===== src/rtl/multi_dac_iface_pkg.sv =====
// Shared definitions for the multi-lane SPI DAC serialiser: sequencer word layout and FSM states.
package multi_dac_iface_pkg;

    localparam int unsigned LANE_MSB   = 31;
    localparam int unsigned LANE_LSB   = 25;
    localparam int unsigned COMMIT_BIT = 24;
    localparam int unsigned LANE_W     = LANE_MSB - LANE_LSB + 1;

    typedef struct packed {
        logic [LANE_W-1:0] lane;
        logic              commit;
        logic [23:0]       payload;
    } dac_word_t;

    typedef enum logic [2:0] {
        ST_IDLE  = 3'd0,
        ST_SETUP = 3'd1,
        ST_SHIFT = 3'd2,
        ST_HOLD  = 3'd3,
        ST_LDAC  = 3'd4,
        ST_GAP   = 3'd5
    } state_e;

endpackage


===== src/rtl/multi_dac_iface_tick.sv =====
// Half-period tick generator: down-counter reloaded with the divider value sampled at frame start.
module multi_dac_iface_tick
    import multi_dac_iface_pkg::*;
#(
    parameter int unsigned DIVW = 6
) (
    input  logic            clk,
    input  logic            rst_n,
    input  logic            i_load,
    input  logic            i_en,
    input  logic [DIVW-1:0] i_div,
    output logic            o_tick_c
);

    logic [DIVW-1:0] r_h;
    logic [DIVW-1:0] r_cnt;

    // Load captures H-1 for the whole frame; the counter wraps back to it on every tick.
    always_ff @(posedge clk or negedge rst_n) begin
        if (!rst_n) begin
            r_h   <= '0;
            r_cnt <= '0;
        end else if (i_load) begin
            r_h   <= i_div;
            r_cnt <= i_div;
        end else if (i_en) begin
            r_cnt <= (r_cnt == '0) ? r_h : r_cnt - DIVW'(1);
        end
    end

    assign o_tick_c = i_en & (r_cnt == '0);

endmodule


===== src/rtl/multi_dac_iface.sv =====
// NCH-lane double-buffered SPI DAC serialiser with shared SCLK and LDAC#.
// Build option: MULTI_DAC_LDAC_PULSE_EN enables the LDAC# pulse state; otherwise dac_ldacn_o is tied low.
module multi_dac_iface
    import multi_dac_iface_pkg::*;
#(
    parameter int unsigned NCH  = 4,
    parameter int unsigned DW   = 24,
    parameter int unsigned DIVW = 6
) (
    input  logic            clk,
    input  logic            rst_n,
    input  logic [31:0]     data_i,
    input  logic            valid_i,
    input  logic [DIVW-1:0] spi_clk_div_i,
    output logic            busy_o,
    output logic            overflow_o,
    output logic            dac_sclk_o,
    output logic [NCH-1:0]  dac_syncn_o,
    output logic [NCH-1:0]  dac_sdo_o,
    output logic            dac_ldacn_o
);

    localparam int unsigned BCW = $clog2(DW + 1);

    dac_word_t        w_word;
    logic             w_commit;
    state_e           r_state, w_state_nxt;
    logic             r_sclk_lo, w_sclk_lo_nxt;
    logic [BCW-1:0]   r_bit, w_bit_nxt;
    logic             r_queued, w_queued_nxt;
    logic             r_overflow, w_overflow_nxt;
    logic [NCH-1:0]   r_pend, w_pend_wr, w_pend_nxt;
    logic [NCH-1:0]   r_act, w_act_nxt;
    logic [NCH-1:0]   w_wr;
    logic             w_start, w_adv, w_tick;
    logic             w_frame_sel, w_sclk_nxt, w_busy_nxt;
    logic [DW-1:0]    r_hold [NCH];
    logic [DW-1:0]    r_shift[NCH];
    logic [DW-1:0]    w_hold_nxt [NCH];
    logic [DW-1:0]    w_shift_nxt[NCH];
    logic [NCH-1:0]   w_sdo_nxt, w_syncn_nxt;
    logic             r_busy, r_sclk;
    logic [NCH-1:0]   r_syncn, r_sdo;

    assign w_word   = dac_word_t'(data_i);
    assign w_commit = valid_i & w_word.commit;

    multi_dac_iface_tick #(.DIVW(DIVW)) u_tick (
        .clk      (clk),
        .rst_n    (rst_n),
        .i_load   (w_start),
        .i_en     (r_state != ST_IDLE),
        .i_div    (spi_clk_div_i),
        .o_tick_c (w_tick)
    );

    // Per-lane holding and shift registers; shift regs only change on frame start or SCLK rise.
    for (genvar g = 0; g < NCH; g++) begin : g_lane
        assign w_wr[g]        = valid_i && (w_word.lane == LANE_W'(g));
        assign w_hold_nxt[g]  = w_wr[g] ? w_word.payload[DW-1:0] : r_hold[g];
        assign w_shift_nxt[g] = w_start ? w_hold_nxt[g] :
                                w_adv   ? {r_shift[g][DW-2:0], 1'b0} : r_shift[g];
        assign w_sdo_nxt[g]   = w_frame_sel & w_act_nxt[g] & w_shift_nxt[g][DW-1];
        assign w_syncn_nxt[g] = ~(w_frame_sel & w_act_nxt[g]);

        always_ff @(posedge clk or negedge rst_n) begin
            if (!rst_n) begin
                r_hold[g]  <= '0;
                r_shift[g] <= '0;
            end else begin
                r_hold[g]  <= w_hold_nxt[g];
                r_shift[g] <= w_shift_nxt[g];
            end
        end
    end

    always_comb begin
        w_state_nxt    = r_state;
        w_sclk_lo_nxt  = r_sclk_lo;
        w_bit_nxt      = r_bit;
        w_queued_nxt   = r_queued;
        w_overflow_nxt = r_overflow;
        w_start        = 1'b0;
        w_adv          = 1'b0;
        w_pend_wr      = r_pend | w_wr;

        case (r_state)
            ST_IDLE: begin
                if (w_commit && (|w_pend_wr)) begin
                    w_start     = 1'b1;
                    w_state_nxt = ST_SETUP;
                end
            end
            ST_SETUP: begin
                if (w_tick) begin
                    w_state_nxt   = ST_SHIFT;
                    w_sclk_lo_nxt = 1'b1;
                    w_bit_nxt     = '0;
                end
            end
            ST_SHIFT: begin
                if (w_tick) begin
                    if (r_sclk_lo) begin
                        w_sclk_lo_nxt = 1'b0;
                        w_adv         = 1'b1;
                    end else if (r_bit == BCW'(DW - 1)) begin
                        w_state_nxt = ST_HOLD;
                    end else begin
                        w_bit_nxt     = r_bit + BCW'(1);
                        w_sclk_lo_nxt = 1'b1;
                    end
                end
            end
            ST_HOLD: begin
                if (w_tick) begin
`ifdef MULTI_DAC_LDAC_PULSE_EN
                    w_state_nxt = ST_LDAC;
`else
                    w_state_nxt = ST_GAP;
`endif
                end
            end
            ST_LDAC: begin
                if (w_tick) w_state_nxt = ST_GAP;
            end
            ST_GAP: begin
                if (w_tick) begin
                    if ((r_queued || w_commit) && (|w_pend_wr)) begin
                        w_start     = 1'b1;
                        w_state_nxt = ST_SETUP;
                    end else begin
                        w_state_nxt = ST_IDLE;
                    end
                end
            end
            default: w_state_nxt = ST_IDLE;
        endcase

        // A restart out of GAP consumes the queued commit; a same-cycle commit queues behind it.
        if ((r_state == ST_GAP) && w_tick) begin
            w_queued_nxt = w_start && r_queued && w_commit;
        end else if (w_commit && (r_state != ST_IDLE)) begin
            if (r_queued) w_overflow_nxt = 1'b1;
            else          w_queued_nxt   = 1'b1;
        end

        w_pend_nxt  = w_start ? '0 : w_pend_wr;
        w_act_nxt   = w_start ? w_pend_wr : r_act;
        w_frame_sel = (w_state_nxt == ST_SETUP) || (w_state_nxt == ST_SHIFT);
        w_sclk_nxt  = !((w_state_nxt == ST_SHIFT) && w_sclk_lo_nxt);
        w_busy_nxt  = (w_state_nxt != ST_IDLE);
    end

    always_ff @(posedge clk or negedge rst_n) begin
        if (!rst_n) begin
            r_state    <= ST_IDLE;
            r_sclk_lo  <= 1'b0;
            r_bit      <= '0;
            r_queued   <= 1'b0;
            r_overflow <= 1'b0;
            r_pend     <= '0;
            r_act      <= '0;
            r_busy     <= 1'b0;
            r_sclk     <= 1'b1;
            r_syncn    <= '1;
            r_sdo      <= '0;
        end else begin
            r_state    <= w_state_nxt;
            r_sclk_lo  <= w_sclk_lo_nxt;
            r_bit      <= w_bit_nxt;
            r_queued   <= w_queued_nxt;
            r_overflow <= w_overflow_nxt;
            r_pend     <= w_pend_nxt;
            r_act      <= w_act_nxt;
            r_busy     <= w_busy_nxt;
            r_sclk     <= w_sclk_nxt;
            r_syncn    <= w_syncn_nxt;
            r_sdo      <= w_sdo_nxt;
        end
    end

`ifdef MULTI_DAC_LDAC_PULSE_EN
    logic r_ldacn;

    always_ff @(posedge clk or negedge rst_n) begin
        if (!rst_n) r_ldacn <= 1'b1;
        else        r_ldacn <= (w_state_nxt != ST_LDAC);
    end

    assign dac_ldacn_o = r_ldacn;
`else
    assign dac_ldacn_o = 1'b0;
`endif

    assign busy_o      = r_busy;
    assign overflow_o  = r_overflow;
    assign dac_sclk_o  = r_sclk;
    assign dac_syncn_o = r_syncn;
    assign dac_sdo_o   = r_sdo;

endmodule

===== config.mk =====
export PLATFORM = sky130hd
export DESIGN_NAME = multi_dac_iface
export DESIGN_NICKNAME = d
export VERILOG_FILES = /design/src/rtl/multi_dac_iface_pkg.sv /design/src/rtl/multi_dac_iface_tick.sv /design/src/rtl/multi_dac_iface.sv
export SDC_FILE = /design/constraint.sdc
export NUM_CORES = 1
export LEC_CHECK = 0
export BUFFER_PORTS_ARGS = -buffer_cell sky130_fd_sc_hd__buf_2
export CAP_MARGIN = 5
export CORE_ASPECT_RATIO = 0.75
export CORE_MARGIN = 2
export CORE_UTILIZATION = 58
export CTS_CLUSTER_DIAMETER = 100
export DETAILED_ROUTE_END_ITERATION = 8
export HOLD_SLACK_MARGIN = 0.05
export PLACE_DENSITY = 0.83
export SYNTH_ARGS = -nofsm -noshare
export SYNTH_HDL_FRONTEND = slang
export SYNTH_SLANG_ARGS = --single-unit

===== constraint.sdc =====
create_clock -name clk -period 3 [get_ports clk]
set_input_delay 0.15 -clock clk [delete_from_list [all_inputs] [get_ports clk]]
set_output_delay 0.15 -clock clk [all_outputs]
set_load 0.1 [all_outputs]

==> results of run 1 <==
## worst max-delay path, delay by kind of cell (launching register included)
kind | cells | cell delay [ns]
AO/OA/AOI/OAI | 2 | 0.53
buffers and inverters | 1 | 0.29
flip-flops | 1 | 0.41
AND/OR/NAND/NOR | 3 | 1.27
## path summary, 6_finish.rpt
| path | slack [ns] | start | to | cells past startpoint |
|---|---|---|---|---|
| min in group asynchronous | 0.24 | rst_n | r_act[0] | 2 |
| worst min register to register | 0.44 | r_act[3] | dac_syncn_o[3] | 1 |
| worst min-delay path | 0.19 | data_i[28] | r_pend[0] | 4 |
| worst max-delay path | 0.41 | u_tick.r_cnt[3] | u_tick.r_cnt[1] | 6 |
| max in group asynchronous | 1.86 | rst_n | dac_syncn_o[3] | 3 |
| worst max register to register | 0.41 | u_tick.r_cnt[3] | u_tick.r_cnt[1] | 6 |
## routing by layer
| metal | share of wire | vias to the layer above | global-route usage |
|---|---|---|---|
| met5 | 0 | - | 0 |
| met4 | 0.014 | 0 | 0.0438 |
| met3 | 0.058 | 35 | 0.0431 |
| met2 | 0.47 | 240 | 0.403 |
| met1 | 0.45 | 3668 | 0.369 |
| li1 | - | 3338 | - |
## power breakdown
group / total (mW) / switching, mW / internal [mW]
combinational: 2.21 / 1.33 / 0.877
clock: 3.00 / 1.17 / 1.83
sequential: 4.53 / 0.502 / 4.03
total: 9.74 / 3.00 / 6.74
## flip-flops by register name, indices dropped and copies added (netlist names), 3 cells and up
signal,cells
dac_sdo_o,4
dac_syncn_o,4
r_act,4
r_bit,5
r_hold,96
r_pend,4
r_shift,96
r_state,3
u_tick.r_cnt,6
u_tick.r_h,6
## cells by family after synthesis
group / count (synthesis) / share of synthesized area
muxes: 101 / 0.114
adders and majority gates: 3 / 0.00379
buffers and inverters: 70 / 0.0349
xor gates and xnor gates: 4 / 0.00354
DFF: 233 / 0.589
AOI/OAI and AO/OA: 58 / 0.0413
and+or+nand+nor: 464 / 0.213
other: 1 / 0.000379
## metrics by stage
stage,hold slack [ns],power [mW]
floorplan,-0.146,6.09
global placement,0.236,6.58
detailed placement,0.234,6.71
CTS,0.182,9.76
global route,0.263,10.3
finish,0.193,9.74
## cell usage after synthesis, drive strengths merged (5+ instances only)
cell     instances  area (um^2)
dfrtp          228         5710
nand2          214          803
nand3          189          946
mux2            92         1040
buf             30          194
clkbuf          29          110
nor2            19         71.3
o21ai           17         85.1
a21oi           13         65.1
inv             11         41.3
mux2i            9         90.1
nor3             8         40.0
a211oi           5         57.6
a2bb2oi          5         43.8
and2             5         31.3
dfstp            5          131
## cell type report
cell class	count	area share
Timing Repair Buffer	106	0.0716
Clock buffer	32	0.0556
Tap cell	215	0.0234
Sequential cell	233	0.508
Inverter	11	0.00359
Multi-Input combinational cell	631	0.325
Clock inverter	8	0.0125
==> results.json, run 1 <==
{
  "grt.overflow.total": 0,
  "post_cts_buffers": 0,
  "drive_above_1_share": 0.214,
  "antenna_left": 0,
  "clock_path_buffers": 3,
  "start_kind": "register",
  "crit_type": "register to register",
  "synth_edf_count": 0,
  "diodes": 0,
  "holdBufCountCts": 33,
  "syn2layout_area_growth_pct": 16.1,
  "cts.sinks": 233,
  "ys_seq_area_frac": 0.589,
  "drt_iter0_drc": 683,
  "yosysWarningCount": 0,
  "coreArea_mm2": 0.0168,
  "grt_pass1_wl_um": 36700,
  "cts_buffers": 22,
  "critPathMaxFanout": 49,
  "fin_nets": 1049,
  "skew_ns": 0.00832,
  "syn-num-nets": 978,
  "status": "completed",
  "ys.flop_type": "dfrtp_1",
  "mostFrequentLayoutCells": "dfrtp_1, nand2_1, nand3_1, mux2_2, buf_2",
  "tightestPinTransition_ns": 0.753,
  "final_common_cell": "dfrtp_1",
  "place_hpwl_um": 12900,
  "final_cell_count_no_fill": 1236,
  "multi_input_area_mm2": 0.00374,
  "async_reset_ff_frac": 1.00,
  "clk_pin_slew_ns": 0.06,
  "place.gp.congestion": 0.866,
  "clk_latency_ns": 0.50,
  "finalWirelength_um": 21700,
  "worstPathArrival_ns": 2.99,
  "power_density_mw_per_mm2": 848,
  "finalCriticalPeriod_ns": 2.59,
  "dp.cells": 1163,
  "wl_per_cell_um": 17.5,
  "hold_viol": 0,
  "setup_viol": 0,
  "io_buffers": 51,
  "grt_max_degree": 98,
  "slowest_delay_ns": 0.62,
  "dr_total_vias": 7281,
  "critical_path.cell_chain": "or3_1 -> or4_4 -> a22oi_4 -> buf_12 -> nand2_1 -> o31ai_1",
  "timing.fmax_mhz": 386,
  "num_rows": 41,
  "synth_cells": 934,
  "cts_resized": 0,
  "fin_setup_tns_ns": 0,
  "final_cell_area_mm2": 0.0115,
  "drv_cap": 0,
  "dr.pass1.iters": 5,
  "ios": 53,
  "viasPerCell": 5.89,
  "cts_tree": "done",
  "dpl_cell_area_mm2": 0.0104,
  "initial_core_util": 0.590,
  "post-place-ws_ns": 0.450,
  "fin_crit_sh": 0.863,
  "die_h_um": 117,
  "cts_max_level": 1,
  "static-leakage-power_nw": 5.57,
  "rsz0062_at_grt": "false",
  "fill_cells": 1186,
  "cts_root_buf": "clkbuf_16",
  "grt_pass1_vias": 7296,
  "slew_headroom": 0.498,
  "syn_area_per_cell_um2": 10.6,
  "fin_ws_ns": 0.411,
  "seq_area_mm2": 0.00584,
  "fin_util": 0.685,
  "drcViolationCount": 0,
  "gr-usage-all-layers": 0.250,
  "crit_slowest_cell": "or4_4",
  "ys_ff_latch": 233,
  "vdd_drop_max_mv": 0.497,
  "antenna_found_initial": 0,
  "slew_viol_final": 0,
  "cp-end-kind": "register",
  "netlist_area_mm2": 0.00990,
  "ys_types": 54,
  "hold_class": "input port to register",
  "die_area_mm2": 0.0181,
  "cp.required_ns": 3.41,
  "die_x_um": 155
}
Power figures use the tool's default switching activity.
==> run 2, diff against run 1 <==
--- a/config.mk
+++ b/config.mk
@@ -5,6 +5,7 @@
 export SDC_FILE = /design/constraint.sdc
 export NUM_CORES = 1
 export LEC_CHECK = 0
+export ABC_AREA = 1
 export BUFFER_PORTS_ARGS = -buffer_cell sky130_fd_sc_hd__buf_2
 export CAP_MARGIN = 5
 export CORE_ASPECT_RATIO = 0.75
==> results.json, run 2 <==
{
  "synthTopCellsByCount": "nand2_1, dfrtp_1, o21ai_0",
  "ios": 53,
  "post_cts_buffers": 0,
  "place.gp.congestion": 0.896,
  "cts_root_buf": "clkbuf_16",
  "cts_buffers": 22,
  "hold_viol": 0,
  "drive_above_1_share": 0.148,
  "final_cell_area_mm2": 0.0114,
  "ys_types": 32,
  "skew_ns": 0.00962,
  "syn-num-nets": 1110,
  "crit_type": "register to register",
  "dr_total_vias": 7671,
  "initial_core_util": 0.593,
  "yosysWarningCount": 0,
  "reg.largest.list": "r_hold x96, r_shift x96",
  "clk_pin_slew_ns": 0.06,
  "cts.sinks": 233,
  "status": "completed",
  "tightestPinTransition_ns": 0.719,
  "antenna_found_initial": 0,
  "power_density_mw_per_mm2": 825,
  "grt.overflow.total": 0,
  "yosysTopAreaCell": "dfrtp_1",
  "cts_tree": "done",
  "antenna_left": 0,
  "num_rows": 41,
  "ys.flop_type": "dfrtp_1",
  "drt_iter0_drc": 808,
  "vdd_drop_max_mv": 0.571,
  "ys_ff_latch": 233,
  "critical_path.cell_chain": "inv_1 -> ha_1 -> nand3_2 -> nor2_4 -> inv_2 -> nor3_4 -> buf_4 -> nand2_1 -> nand3_1 -> o21ai_1 -> nor2_1",
  "path_buf_inv": 3,
  "hold_class": "input port to register",
  "ys_seq_area_frac": 0.585,
  "syn2layout_area_growth_pct": 14.0,
  "fin_util": 0.676,
  "synth_top_area_share": 0.572,
  "slowest_delay_ns": 0.50,
  "grt_pass1_vias": 7771,
  "grt_max_degree": 93,
  "ys_top_cells_by_area": "dfrtp_1, nand2_1, o21ai_0",
  "netlist_area_mm2": 0.00998,
  "drcViolationCount": 0,
  "static-leakage-power_nw": 5.42,
  "diodes": 0,
  "cp_top_family": "simple AND/OR/NAND/NOR gates",
  "cp-end-kind": "register",
  "slew_viol_final": 0,
  "clk_latency_ns": 0.50,
  "fill_cells": 1261,
  "slew_headroom": 0.521,
  "clock_path_buffers": 3,
  "viasPerCell": 5.66,
  "rsz0062_at_grt": "false",
  "io_buffers": 51,
  "worstPathArrival_ns": 2.85,
  "finalCriticalPeriod_ns": 2.42,
  "synth.most_common_cell": "nand2_1",
  "grt_pass1_wl_um": 38300,
  "crit_slowest_cell": "buf_4",
  "dr.pass1.iters": 6,
  "drv_cap": 0,
  "critPathMaxFanout": 49,
  "timing.fmax_mhz": 413,
  "die_x_um": 155,
  "cts_max_level": 1,
  "fin_setup_tns_ns": 0,
  "cts_resized": 0,
  "synth_edf_count": 0,
  "fin_crit_sh": 0.806,
  "wl_per_cell_um": 16.8,
  "dpl_cell_area_mm2": 0.0104,
  "coreArea_mm2": 0.0168,
  "multi_input_area_mm2": 0.00342,
  "final_common_cell": "nand2_1",
  "setup_viol": 0,
  "seq_area_mm2": 0.00584,
  "finalWirelength_um": 22700,
  "fin_nets": 1169,
  "die_h_um": 118,
  "start_kind": "register",
  "mostFrequentLayoutCells": "nand2_1, dfrtp_1, o21ai_0, inv_1, nand3_1",
  "die_area_mm2": 0.0183,
  "cp.required_ns": 3.43,
  "gr-usage-all-layers": 0.256,
  "async_reset_ff_frac": 1.00,
  "synth_cells": 1066,
  "syn_area_per_cell_um2": 9.36,
  "place_hpwl_um": 13700
}
run 2: worst reg2reg max path, cell delays in order, from the launching register on:
cell	delay, ns
dfrtp_1	0.37
inv_1	0.12
ha_1	0.22
nand3_2	0.21
nor2_4	0.21
inv_2	0.08
nor3_4	0.15
buf_4	0.50
nand2_1	0.17
nand3_1	0.11
o21ai_1	0.09
nor2_1	0.12
run 2: logic make-up (layout without fill, tap and decap cells):
group,after synthesis,in the layout,share of synthesized area
adder cells (fa/ha/maj),3,3,0.00376
AO/OA/AOI/OAI,229,229,0.157
XOR/XNOR,5,5,0.00439
other,1,1,0.000376
AND/OR/NAND/NOR,421,421,0.175
buffers and inverters,174,248,0.0746
flip-flops,233,233,0.585
run 2: power breakdown:
part | switching [mW] | internal (mW) | total, mW | leakage, nW
combinational | 1.66 | 0.761 | 2.42 | 1.95
clock | 1.14 | 1.63 | 2.77 | 0.354
sequential | 0.319 | 3.87 | 4.19 | 3.11
run 2: path summary, 6_finish.rpt:
path	slack (ns)	startpoint	cells after the start	to
max in group asynchronous	1.93	rst_n	3	r_hold[30]
min in group asynchronous	0.24	rst_n	2	u_tick.r_h[1]
setup / recovery	0.58	u_tick.r_cnt[0]	11	dac_sdo_o[0]
hold / removal	0.07	data_i[7]	3	r_hold[55]
setup reg to reg	0.58	u_tick.r_cnt[0]	11	dac_sdo_o[0]
hold reg to reg	0.47	overflow_o	1	overflow_o
run 2: metal layers:
metal  wire [um]  share of wire  track usage  vias up
li1            -              -            -     3600
met1       10100           0.45        0.370     3745
met2       10600           0.47        0.400      286
met3        1560          0.069       0.0486       40
met4         471          0.021       0.0745        0
met5           0              0            0        -
run 2: final cells by class:
cell class,count,area share
sequential,233,0.513
multi-input combinational,659,0.301
timing repair buffer,96,0.0623
clock buffer,32,0.0553
inverter,113,0.0374
tap,215,0.0237
clock inverter,7,0.00748
run 2: metrics by stage:
stage / hold slack, ns / power (mW) / std cells / setup WS, ns
after floorplan: -0.146 / 5.99 / 1066 / 1.15
after global placement: 0.221 / 6.48 / 1289 / 0.793
after detailed placement: 0.218 / 6.58 / 1289 / 0.634
after CTS: 0.0505 / 9.42 / 1355 / 0.588
after global routing: 0.0827 / 9.88 / 1355 / 0.361
final: 0.0701 / 9.38 / 1355 / 0.581
run 2: timing repair:
| item | in CTS | in global routing |
|---|---|---|
| hold buffers | 27 | 0 |
| endpoints found under the setup margin | 0 | 0 |
| hold endpoints to repair | 155 | 0 |
==> run 3, diff against run 2 <==
--- a/config.mk
+++ b/config.mk
@@ -5,12 +5,12 @@
 export SDC_FILE = /design/constraint.sdc
 export NUM_CORES = 1
 export LEC_CHECK = 0
-export ABC_AREA = 1
+export ABC_AREA = 0
 export BUFFER_PORTS_ARGS = -buffer_cell sky130_fd_sc_hd__buf_2
 export CAP_MARGIN = 5
 export CORE_ASPECT_RATIO = 0.75
 export CORE_MARGIN = 2
-export CORE_UTILIZATION = 58
+export CORE_UTILIZATION = 55
 export CTS_CLUSTER_DIAMETER = 100
 export DETAILED_ROUTE_END_ITERATION = 8
 export HOLD_SLACK_MARGIN = 0.05
==> constraint.sdc (replaced) <==
create_clock -name clk -period 2 [get_ports clk]
set_input_delay 0.1 -clock clk [delete_from_list [all_inputs] [get_ports clk]]
set_output_delay 0.1 -clock clk [all_outputs]
set_load 0.1 [all_outputs]
==> results.json, run 3 (same netlist as run 1, synthesis figures left out) <==
{
  "hold_viol": 0,
  "antenna_left": 0,
  "drv_cap": 0,
  "die_h_um": 120,
  "seq_power_share": 0.427,
  "fin_crit_sh": 1.16,
  "dp.cells": 1241,
  "crit_type": "register to register",
  "cp-end-kind": "register",
  "setup.worst_path.end": "dac_sdo_o[1]",
  "static-leakage-power_nw": 6.42,
  "ios": 53,
  "slowest_delay_ns": 0.55,
  "cts_max_level": 1,
  "cp.required_ns": 2.41,
  "drcViolationCount": 0,
  "reg2reg_setup_slack_ns": -0.32,
  "finalWirelength_um": 29100,
  "power_density_mw_per_mm2": 1240,
  "mostFrequentLayoutCells": "dfrtp_1, nand2_1, nand3_1, mux2_2, buf_4",
  "fin_ws_ns": -0.319,
  "crit_slowest_cell": "or4_4",
  "timing.fmax_mhz": 431,
  "place.gp.congestion": 0.858,
  "start_kind": "register",
  "viasPerCell": 6.16,
  "vdd_drop_max_mv": 0.631,
  "crit_start": "u_tick.r_cnt[4]",
  "clockPowerShare": 0.273,
  "tightestPinTransition_ns": 0.552,
  "clk_latency_ns": 0.51,
  "final_cell_area_mm2": 0.0130,
  "final_cell_count_no_fill": 1337,
  "slew_viol_final": 0,
  "p_int_mw": 10.7,
  "worstPathArrival_ns": 2.73,
  "grt_max_degree": 69,
  "die_area_mm2": 0.0191,
  "fill_cells": 1064,
  "critical_path.cell_chain": "or3_4 -> or4_4 -> a22o_4 -> buf_12 -> buf_16 -> a211oi_2",
  "dr_total_vias": 8234,
  "finalCriticalPeriod_ns": 2.32,
  "rsz0062_at_grt": "true",
  "setup_viol": 127,
  "seq_area_mm2": 0.00584,
  "multi_input_area_mm2": 0.00427,
  "syn2layout_area_growth_pct": 31.7,
  "grt.overflow.total": 0,
  "io_buffers": 51,
  "cts_root_buf": "clkbuf_16",
  "r2r-end": "dac_sdo_o[1]",
  "critPathMaxFanout": 8,
  "drive_above_1_share": 0.367,
  "skew_ns": 0.0134,
  "dr.pass1.iters": 5,
  "final_common_cell": "dfrtp_1",
  "reg.largest.list": "r_hold x96, r_shift x96",
  "coreArea_mm2": 0.0177,
  "fin_hold_ws_ns": 0.119,
  "diodes": 0,
  "clk_pin_slew_ns": 0.07,
  "rr_startpoint": "u_tick.r_cnt[4]",
  "cts_buffers": 23,
  "drt_iter0_drc": 780,
  "status": "complete, but fails checks",
  "clock_path_buffers": 3,
  "gr-usage-all-layers": 0.282,
  "num_rows": 42,
  "fin_nets": 1124,
  "dpl_cell_area_mm2": 0.0111,
  "hold_class": "input port to register",
  "place_hpwl_um": 14700,
  "slew_headroom": 0.632,
  "initial_core_util": 0.561,
  "cts_tree": "done",
  "antenna_found_initial": 0,
  "wl_per_cell_um": 21.8,
  "reg2reg_depth": 6,
  "p_sw_mw": 5.38,
  "cts.sinks": 233,
  "swShare": 0.334,
  "grt_pass1_wl_um": 43500,
  "pwr-share-comb": 0.301,
  "grt_pass1_vias": 8342,
  "die_x_um": 159,
  "failed_checks": "setup timing"
}
## run 3: area by class of cell
| cell class | count | share of cell area |
|---|---|---|
| clock buffers | 31 | 0.0503 |
| clock inverters | 9 | 0.00777 |
| inverters | 11 | 0.00317 |
| multi-input cells | 633 | 0.328 |
| flip-flops and latches | 233 | 0.448 |
| well taps | 242 | 0.0232 |
| repair buffers | 178 | 0.140 |
## run 3: worst min-delay path by stage
stage | cells past startpoint | from | end | slack [ns]
final | 3 | valid_i | overflow_o | 0.12
after floorplan | 0 | rst_n | busy_o | -0.20
after detailed placement | 1 | rst_n | u_tick.r_h[3] | 0.10
after global routing | 3 | valid_i | overflow_o | 0.13
after global placement | 1 | rst_n | u_tick.r_h[3] | 0.10
after CTS | 3 | valid_i | overflow_o | 0.08
## run 3: metrics by stage
step	setup TNS [ns]	setup slack [ns]	total power, mW	util
2_1_floorplan	-25.52	-0.237	9.21	-
3_3_place_gp	-12.73	-0.146	10.3	0.627
3_5_place_dp	-19.05	-0.199	10.5	0.627
4_1_cts	-17.36	-0.228	15.3	0.706
5_1_grt	-33.79	-0.332	16.8	0.739
6_report	-30.10	-0.319	16.1	0.739
## run 3: power by group through the flow
stage	Combinational (mW)	Clock, mW	Sequential, mW
2_1_floorplan	2.21	0	7.00
3_3_place_gp	3.58	0	6.72
3_5_place_dp	3.76	0	6.79
4_1_cts	4.14	4.38	6.77
5_1_grt	5.20	4.61	6.97
6_report	4.85	4.39	6.88
## run 3: critical path, delay by kind of cell (launching register included)
| family | cells | cell delay (ns) |
|---|---|---|
| AND/OR/NAND/NOR | 2 | 0.95 |
| flip-flops | 1 | 0.39 |
| AO/OA/AOI/OAI | 2 | 0.56 |
| buffers and inverters | 2 | 0.31 |
## run 3: layer usage
layer / vias to the layer above / share of wire / global-route usage
li1: 3508 / - / -
met1: 4204 / 0.39 / 0.375
met2: 408 / 0.50 / 0.483
met3: 114 / 0.062 / 0.0449
met4: 0 / 0.046 / 0.0875
met5: - / 0 / 0
## run 3: what timing repair did
item | CTS | global route
setup buffers | 3 | 5
hold buffers | 33 | 0
pin swaps | 10 | 5
endpoints found under the hold margin | 386 | 0
cloned | 6 | 9
resized for setup | 33 | 91
setup endpoints to repair | 125 | 134
